===== config.mk =====
export PLATFORM = sky130hd
export DESIGN_NAME = sap_controller
export DESIGN_NICKNAME = d
export VERILOG_FILES = /design/src/rtl/sap_pkg.sv /design/src/rtl/sap_ring_counter.sv /design/src/rtl/sap_controller.sv
export SDC_FILE = /design/constraint.sdc
export NUM_CORES = 1
export LEC_CHECK = 0
export ABC_AREA = 1
export CORE_UTILIZATION = 39
export CTS_CLUSTER_DIAMETER = 80
export DETAILED_ROUTE_END_ITERATION = 10
export GPL_ROUTABILITY_DRIVEN = 0
export GPL_TIMING_DRIVEN = 0
export PLACE_DENSITY = 0.77
export SYNTH_ARGS = -nofsm -noshare
export SYNTH_HDL_FRONTEND = slang
export SYNTH_SLANG_ARGS = --single-unit

===== constraint.sdc =====
create_clock -name i_clock -period 1.4 [get_ports i_clock]
set_input_delay 0.28 -clock i_clock [delete_from_list [all_inputs] [get_ports i_clock]]
set_output_delay 0.28 -clock i_clock [all_outputs]
set_load 0.03 [all_outputs]

===== src/rtl/sap_pkg.sv =====
// Shared definitions for the SAP controller: opcodes, T-state encoding and
// control-word bit positions used by the controller, datapath and bench.
package sap_pkg;

    localparam logic [3:0] OP_LDA = 4'h0;
    localparam logic [3:0] OP_ADD = 4'h1;
    localparam logic [3:0] OP_SUB = 4'h2;
    localparam logic [3:0] OP_OUT = 4'hE;
    localparam logic [3:0] OP_HLT = 4'hF;

    localparam int T_STATES = 6;
    localparam int T1_IDX   = 0;
    localparam int T2_IDX   = 1;
    localparam int T3_IDX   = 2;
    localparam int T4_IDX   = 3;
    localparam int T5_IDX   = 4;
    localparam int T6_IDX   = 5;

    // Control word layout, MSB first: pc_inc .. out_load.
    localparam int CW_W        = 12;
    localparam int CW_PC_INC   = 11;
    localparam int CW_PC_SEND  = 10;
    localparam int CW_MAR_LOAD = 9;
    localparam int CW_RAM_SEND = 8;
    localparam int CW_IR_LOAD  = 7;
    localparam int CW_IR_SEND  = 6;
    localparam int CW_A_LOAD   = 5;
    localparam int CW_A_SEND   = 4;
    localparam int CW_B_LOAD   = 3;
    localparam int CW_ALU_SUB  = 2;
    localparam int CW_ALU_SEND = 1;
    localparam int CW_OUT_LOAD = 0;

    // The all-zero code doubles as the halted state so o_t_state reads 0 there.
    typedef enum logic [T_STATES-1:0] {
        ST_HALT = 6'b000000,
        ST_T1   = 6'b000001,
        ST_T2   = 6'b000010,
        ST_T3   = 6'b000100,
        ST_T4   = 6'b001000,
        ST_T5   = 6'b010000,
        ST_T6   = 6'b100000
    } t_state_e;

    function automatic logic [CW_W-1:0] cw_only(input int pos);
        logic [CW_W-1:0] w;
        w      = '0;
        w[pos] = 1'b1;
        return w;
    endfunction

endpackage


===== src/rtl/sap_ring_counter.sv =====
// One-hot T1..T6 ring with gated advance, early return to T1, and a sticky
// halted state left only through reset.
module sap_ring_counter
    import sap_pkg::*;
(
    input  logic                clock,
    input  logic                reset_n,
    input  logic                advance,
    input  logic                early_return,
    input  logic                halt,
    output logic [T_STATES-1:0] t_state,
    output logic                halted
);

    t_state_e state;
    t_state_e state_next;

    always_ff @(posedge clock or negedge reset_n) begin
        if (!reset_n) begin
            state <= ST_T1;
        end else begin
            state <= state_next;
        end
    end

    always_comb begin
        state_next = state;
        if (advance && (state != ST_HALT)) begin
            if (halt) begin
                state_next = ST_HALT;
            end else if (early_return) begin
                state_next = ST_T1;
            end else begin
                case (state)
                    ST_T1:   state_next = ST_T2;
                    ST_T2:   state_next = ST_T3;
                    ST_T3:   state_next = ST_T4;
                    ST_T4:   state_next = ST_T5;
                    ST_T5:   state_next = ST_T6;
                    ST_T6:   state_next = ST_T1;
                    default: state_next = ST_T1;
                endcase
            end
        end
    end

    assign t_state = state;
    assign halted  = (state == ST_HALT);

endmodule


===== src/rtl/sap_controller.sv =====
// SAP controller-sequencer: paces the T-ring (free-run or single-step) and
// decodes T-state plus opcode into the datapath load/send strobes.
module sap_controller
    import sap_pkg::*;
#(
    parameter int OPCODE_W        = 4,
    parameter int SKIP_NOP_STATES = 0
) (
    input  logic                i_clock,
    input  logic                i_reset_n,
    input  logic [OPCODE_W-1:0] i_opcode,
    input  logic                i_step_mode,
    input  logic                i_step,
    output logic                o_pc_inc,
    output logic                o_pc_send,
    output logic                o_mar_load,
    output logic                o_ram_send,
    output logic                o_ir_load,
    output logic                o_ir_send,
    output logic                o_a_load,
    output logic                o_a_send,
    output logic                o_b_load,
    output logic                o_alu_sub,
    output logic                o_alu_send,
    output logic                o_out_load,
    output logic [T_STATES-1:0] o_t_state,
    output logic                o_halted
);

    logic                step_prev;
    logic                advance;
    logic                early_return;
    logic                halt_req;
    logic [T_STATES-1:0] t_state;
    logic                halted;
    logic [CW_W-1:0]     cw;

    logic is_lda, is_add, is_sub, is_out, is_hlt, is_defined;

    always_ff @(posedge i_clock or negedge i_reset_n) begin
        if (!i_reset_n) begin
            step_prev <= 1'b0;
        end else begin
            step_prev <= i_step;
        end
    end

    // In step mode only a fresh rising edge of i_step moves the ring.
    assign advance = i_step_mode ? (i_step & ~step_prev) : 1'b1;

    assign is_lda     = (i_opcode == OPCODE_W'(OP_LDA));
    assign is_add     = (i_opcode == OPCODE_W'(OP_ADD));
    assign is_sub     = (i_opcode == OPCODE_W'(OP_SUB));
    assign is_out     = (i_opcode == OPCODE_W'(OP_OUT));
    assign is_hlt     = (i_opcode == OPCODE_W'(OP_HLT));
    assign is_defined = is_lda | is_add | is_sub | is_out | is_hlt;

    assign halt_req = t_state[T4_IDX] & is_hlt;

    always_comb begin
        early_return = 1'b0;
        if (SKIP_NOP_STATES != 0) begin
            early_return = (t_state[T3_IDX] & ~is_defined)
                         | (t_state[T4_IDX] & is_out)
                         | (t_state[T5_IDX] & is_lda);
        end
    end

    sap_ring_counter u_ring (
        .clock        (i_clock),
        .reset_n      (i_reset_n),
        .advance      (advance),
        .early_return (early_return),
        .halt         (halt_req),
        .t_state      (t_state),
        .halted       (halted)
    );

    // Halted state is all-zero, so no T-bit is set and every strobe stays low.
    always_comb begin
        cw = '0;
        if (t_state[T1_IDX]) begin
            cw = cw_only(CW_PC_SEND) | cw_only(CW_MAR_LOAD);
        end
        if (t_state[T2_IDX]) begin
            cw = cw_only(CW_PC_INC);
        end
        if (t_state[T3_IDX]) begin
            cw = cw_only(CW_RAM_SEND) | cw_only(CW_IR_LOAD);
        end
        if (t_state[T4_IDX]) begin
            if (is_lda || is_add || is_sub) begin
                cw = cw_only(CW_IR_SEND) | cw_only(CW_MAR_LOAD);
            end else if (is_out) begin
                cw = cw_only(CW_A_SEND) | cw_only(CW_OUT_LOAD);
            end
        end
        if (t_state[T5_IDX]) begin
            if (is_lda) begin
                cw = cw_only(CW_RAM_SEND) | cw_only(CW_A_LOAD);
            end else if (is_add || is_sub) begin
                cw = cw_only(CW_RAM_SEND) | cw_only(CW_B_LOAD);
            end
        end
        if (t_state[T6_IDX]) begin
            if (is_add) begin
                cw = cw_only(CW_ALU_SEND) | cw_only(CW_A_LOAD);
            end else if (is_sub) begin
                cw = cw_only(CW_ALU_SEND) | cw_only(CW_A_LOAD) | cw_only(CW_ALU_SUB);
            end
        end
        // The ring already reads T1 during reset; keep its fetch strobes off.
        if (!i_reset_n) begin
            cw = '0;
        end
    end

    assign o_pc_inc   = cw[CW_PC_INC];
    assign o_pc_send  = cw[CW_PC_SEND];
    assign o_mar_load = cw[CW_MAR_LOAD];
    assign o_ram_send = cw[CW_RAM_SEND];
    assign o_ir_load  = cw[CW_IR_LOAD];
    assign o_ir_send  = cw[CW_IR_SEND];
    assign o_a_load   = cw[CW_A_LOAD];
    assign o_a_send   = cw[CW_A_SEND];
    assign o_b_load   = cw[CW_B_LOAD];
    assign o_alu_sub  = cw[CW_ALU_SUB];
    assign o_alu_send = cw[CW_ALU_SEND];
    assign o_out_load = cw[CW_OUT_LOAD];
    assign o_t_state  = t_state;
    assign o_halted   = halted;

endmodule


Word level (Yosys, flattened, before mapping)
Cells that the tools add are included.

Memory bits (writable): 0. Input bits: 8. Bits in latches: 0. Memories: 0. Memory bits (read-only): 0. Register bits: 7.

Equality and inequality tests: 9. Bitwise logic cells: 3. Order comparisons: 0. Multipliers: 0. Add/subtract/negate cells: 0. Multiplexer cells: 16. Divide/modulo/power cells: 0. Reduce and logical (&&, ||, !) cells: 7. Shifts and indexed selects: 0.

Operators by type and width (number): $mux 12 (12); $pmux 6 s5 (1); $mux 11 (1); $eq 4x4->1 const B (2); $eq 6x1->1 const B (1); $eq 6x2->1 const B (1); $eq 6x3->1 const B (1); $eq 6x4->1 const B (1); $eq 6x5->1 const B (1); $logic_not 6->1 (1); $mux 6 (1); $reduce_bool 6->1 (1); $eq 4x1->1 const B (1); $eq 4x2->1 const B (1); $logic_not 4->1 (1); $logic_or 1x1->1 (3); $and 1x1->1 (2); $logic_and 1x1->1 (1); $mux 1 (1); $not 1->1 (1).

Longest topological paths before layout
Word-level depth: 13. Gate-level depth with buffers: 7. Depth with buffers taken out: 7.

Cells and area by module
From an unflattened synthesis, not the netlist that was laid out.

Cell total of the unflattened synthesis: 95. Area total of the unflattened synthesis: 619.3 sq um.

Modules (own cells, without submodules): sap_ring_counter (area each 364.1 sq um, seq. area each 151.4 sq um, cells an instance 48, times used 1); sap_controller (area each 255.2 sq um, seq. area each 25.0 sq um, cells an instance 47, times used 1).

Worst setup path before layout
Ideal clock, no wire load.

Path type: register to output. From: register u_ring.state[3], in the netlist u_ring.t_state[3]. To: output o_out_load. Buffers on the path: 1. Path slack: -0.504 ns. Data arrival time: 1.624 ns. Cell stages (with the launch flop): 6. Path through: dfrtp_1 > inv_1 > nor2_1 > nand2_1 > nor2_1 > buf_4.

Longest elaborated chain between the ends: 8.

Ends and longest elaborated chain: from (decl) (line sap_ring_counter.sv:15) `t_state_e state;`; from (signal assigned) (line sap_ring_counter.sv:22) `state <= state_next;`; $mux 12 * (line sap_controller.sv:91) `if (t_state[T4_IDX]) begin`; $mux 12 (line sap_controller.sv:101) `end else if (is_add || is_sub) begin`; $mux 12 (line sap_controller.sv:99) `if (is_lda) begin`; $mux 12 * (line sap_controller.sv:98) `if (t_state[T5_IDX]) begin`; $mux 12 (line sap_controller.sv:108) `end else if (is_sub) begin`; $mux 12 (line sap_controller.sv:106) `if (is_add) begin`; $mux 12 * (line sap_controller.sv:105) `if (t_state[T6_IDX]) begin`; $mux 12 * (line sap_controller.sv:113) `if (!i_reset_n) begin`; to (decl) (line sap_controller.sv:25) `output logic o_out_load,`.

Every way passes the cells marked *; elsewhere a longest branch is shown, timed or not.

Worst setup path after layout
From: register u_ring.state[0], in the netlist u_ring.t_state[0]. To: output o_mar_load.

Longest elaborated chain between the ends: 13.

Ends and longest elaborated chain: $mux 11 * (line sap_controller.sv:82) `if (t_state[T1_IDX]) begin`; $mux 12 * (line sap_controller.sv:85) `if (t_state[T2_IDX]) begin`; $mux 12 * (line sap_controller.sv:88) `if (t_state[T3_IDX]) begin`; $mux 12 (line sap_controller.sv:94) `end else if (is_out) begin`; $mux 12 (line sap_controller.sv:92) `if (is_lda || is_add || is_sub) begin`; $mux 12 * (line sap_controller.sv:91); $mux 12 (line sap_controller.sv:101); $mux 12 (line sap_controller.sv:99); $mux 12 * (line sap_controller.sv:98); $mux 12 (line sap_controller.sv:108); $mux 12 (line sap_controller.sv:106); $mux 12 * (line sap_controller.sv:105); $mux 12 * (line sap_controller.sv:113); to (decl) (line sap_controller.sv:16) `output logic o_mar_load,`.

Marks and branches as above.

==> impl_metrics.py <==
metrics = {
    "status": {
        "status": "finished with violations",
        "violations": "negative setup slack",
    },
    "sta": {
        "min_period_ps": 1740,
        "finalCritPeriodShare_pct": 124,
        "setup_viol": 13,
        "skew_ps": 1.00,
        "final-hold-violation-count": 0,
        "tightest_slew_ps": 301,
        "fmax_ghz": 0.576,
        "whs_ps": 123,
        "setup_ws_ps": -335,
        "setup_tns_ps": -2360,
        "slew_headroom_pct": 79.9,
        "maxSlewViolCount": 0,
        "rsz0062_at_grt": "yes",
    },
    "worst_setup_path": {
        "critPathLaunchType": "flip-flop",
        "path_delay_family": "flip-flops",
        "crit_fanout": 3,
        "setup.worst_path.class": "flip-flop to primary output",
        "path_cells": "inv_2, nor2_4, nand2_1, nand2_1, nand2_2, nor2_4, buf_6",
        "crit_slowest_cell": "dfstp_2",
        "end_kind": "primary output",
        "arrival_ps": 1460,
        "worst_path_largest_cell_delay_ps": 570,
        "required_ps": 1120,
        "critPathBufInv": 2,
    },
    "clock_tree": {
        "clk_latency_ps": 240,
        "cts_tree": "yes",
        "clock_path_buffers": 2,
        "htree_levels": 1,
        "root_buffer": "clkbuf_4",
        "clk_pin_slew_ps": 50,
        "numCtsBuffers": 3,
        "cts.sinks": 7,
    },
    "cells_and_area": {
        "areaGrowthSynthToFinish_pct": 111,
        "final_layout_size_suffix_gt1_share_pct": 61.6,
        "final_cell_mix": "20 x buf_6, 17 x nand2_1, 12 x nor2_4, 11 x buf_4, 10 x inv_1",
        "final_common_cell": "buf_6",
        "finalNetCount": 147,
        "num_antenna_cells": 0,
    },
    "yosys": {
        "synth_cells": 94,
        "yosysWarnings": 0,
        "synth_top_family_by_area": "simple AND/OR/NAND/NOR gates",
        "synthesis.area_sq_um": 567,
        "yosysTopAreaCellShare_pct": 26.5,
        "ys_ff_latch": 7,
        "synth_xor_area_share_pct": 0,
        "synth_cell_types": 17,
        "avgSynthCellArea_sq_um": 6.03,
        "yosysTopAreaCell": "dfrtp_1",
        "synth-simple-area-share_pct": 50.1,
        "synthMuxAreaShare_pct": 0,
        "synthAdderAreaFrac_pct": 0,
        "ys_seq_area_share_pct": 31.1,
        "syn_nets": 102,
        "synth_area_leaders": "dfrtp_1 26%, nand2_1 16%, nor2_1 13%",
        "synth_compound_area_share_pct": 6.18,
    },
    "grt": {
        "busiest_layer": "met2",
        "met3_usage_pct": 3.33,
        "grt_max_degree": 11,
        "grt_pass1_wl_um": 2710,
        "grtUsageTotal_pct": 24.5,
        "grt.met1_usage_pct": 30.0,
        "gr-total-overflow": 0,
        "grt_pass1_vias": 669,
        "antenna_found_initial": 0,
        "grt_use_met2_pct": 44.8,
    },
    "placement": {
        "portBuffers": 26,
        "dpl.hpwl_um": 1140,
    },
    "routing": {
        "first_pass_iters": 4,
        "drtIter0Drc": 17,
        "num_vias": 841,
        "remaining_drc_errors": 0,
        "wl_per_cell_um": 15.4,
        "wirelength_um": 2350,
        "routed_via_density": 5.50,
        "ant_nets": 0,
    },
    "floorplanning": {
        "row_count": 13,
        "io_pins": 27,
        "die_h_um": 40.1,
        "core_sq_mm": 0.00133,
        "die_x_um": 40.1,
        "die_area_sq_mm": 0.00161,
        "start_util_pct": 42.5,
    },
    "pwr": {
        "vdd.ir_drop.worst_uv": 456,
        "leakage_nw": 0.572,
        "power_frac_clock_pct": 38.5,
        "power_frac_seq_pct": 44.1,
        "swShare_pct": 25.6,
        "switching_power_mw": 0.118,
        "combPwrFrac_pct": 17.4,
        "p_int_mw": 0.345,
        "p_per_area_mw_per_mm2": 388,
    },
    "hold_path": {
        "hold_path_class": "input pin to async pin",
    },
    "flow_run": {
        "cap_violations": 0,
    },
}
per-stage QoR:
stage                     utilization (%)  power [mW]  std cells  cell area, sq um  worst slack (ps)
after floorplan                         -       0.231         94               657             -54.4
after global placement               70.2       0.261        135               936             -1140
after detailed placement             70.2       0.261        135               936             -1160
after CTS                            80.0       0.448        146              1070              -257
after global routing                 89.5       0.480        153              1190              -375
final                                89.5       0.463        153              1190              -335
power groups by stage:
stage | clock (mW) | sequential, mW | combinational [mW]
3_3_place_gp | 0 | 0.208 | 0.0531
6_report | 0.178 | 0.204 | 0.0804
5_1_grt | 0.192 | 0.204 | 0.0836
2_1_floorplan | 0 | 0.208 | 0.0231
3_5_place_dp | 0 | 0.208 | 0.0537
4_1_cts | 0.181 | 0.204 | 0.0627
synthesized netlist by cell type:
cell type	instances
or2_1	1
nand2_2	1
o21ai_0	5
nand3b_1	1
nand3_2	2
a21oi_1	2
buf_4	1
buf_6	1
nor2_2	1
nor2_1	20
nand3_1	11
dfrtp_1	6
dfstp_2	1
nand2_1	24
inv_1	14
nor3_1	1
nand4_1	2
worst reg2reg max path, delay by kind of cell, from the launching register on:
kind	cells	cell delay, ps
DFF	1	450
buffers and inverters	3	350
and+or+nand+nor	6	450
flip-flops by register name (all words and copies together), names as in the netlist:
signal / count
u_ring.t_state: 6
step_prev: 1
routing by layer:
| layer | wire (um) | part of all wire (%) |
|---|---|---|
| met2 | 1260 | 53 |
| met5 | 0 | 0 |
| met3 | 101 | 4.3 |
| met1 | 928 | 39 |
| met4 | 64 | 2.7 |
what timing repair did:
action                     in CTS  in global routing
setup endpoints to repair      19                 18
hold endpoints to repair        6                  0
resized for setup             142                 29
buffers inserted                6                  7
pin swaps                      13                 18
hold buffers                    1                  0
cell type report:
cell class,instances,area (sq um)
buffer,2,22.5
tap,15,18.8
fill,65,140
sequential,7,183
clock buffer,4,26.3
multi-input combinational,71,514
timing repair buffer,40,374
inverter,14,55.1
logic make-up after synthesis:
family          count (synthesis)
compound gates                  7
simple gates                   64
flops                           7
buf+inv                        16
final timing paths:
check                           slack (ps)                            end  cells after the start                           from
worst max-delay path                  -340                     o_mar_load                      7  u_ring.t_state[0]$_DFFE_PN1P_
worst min register to register         640  u_ring.t_state[4]$_DFFE_PN0P_                      2  u_ring.t_state[4]$_DFFE_PN0P_
max in group asynchronous              510  u_ring.t_state[4]$_DFFE_PN0P_                      2                      i_reset_n
min in group i_clock                   510            step_prev$_DFF_PN0_                      1                         i_step
worst min-delay path                   120  u_ring.t_state[0]$_DFFE_PN1P_                      1                      i_reset_n
worst max register to register          80  u_ring.t_state[0]$_DFFE_PN1P_                      9  u_ring.t_state[5]$_DFFE_PN0P_
Note: power is estimated with default switching activity, not from simulation.
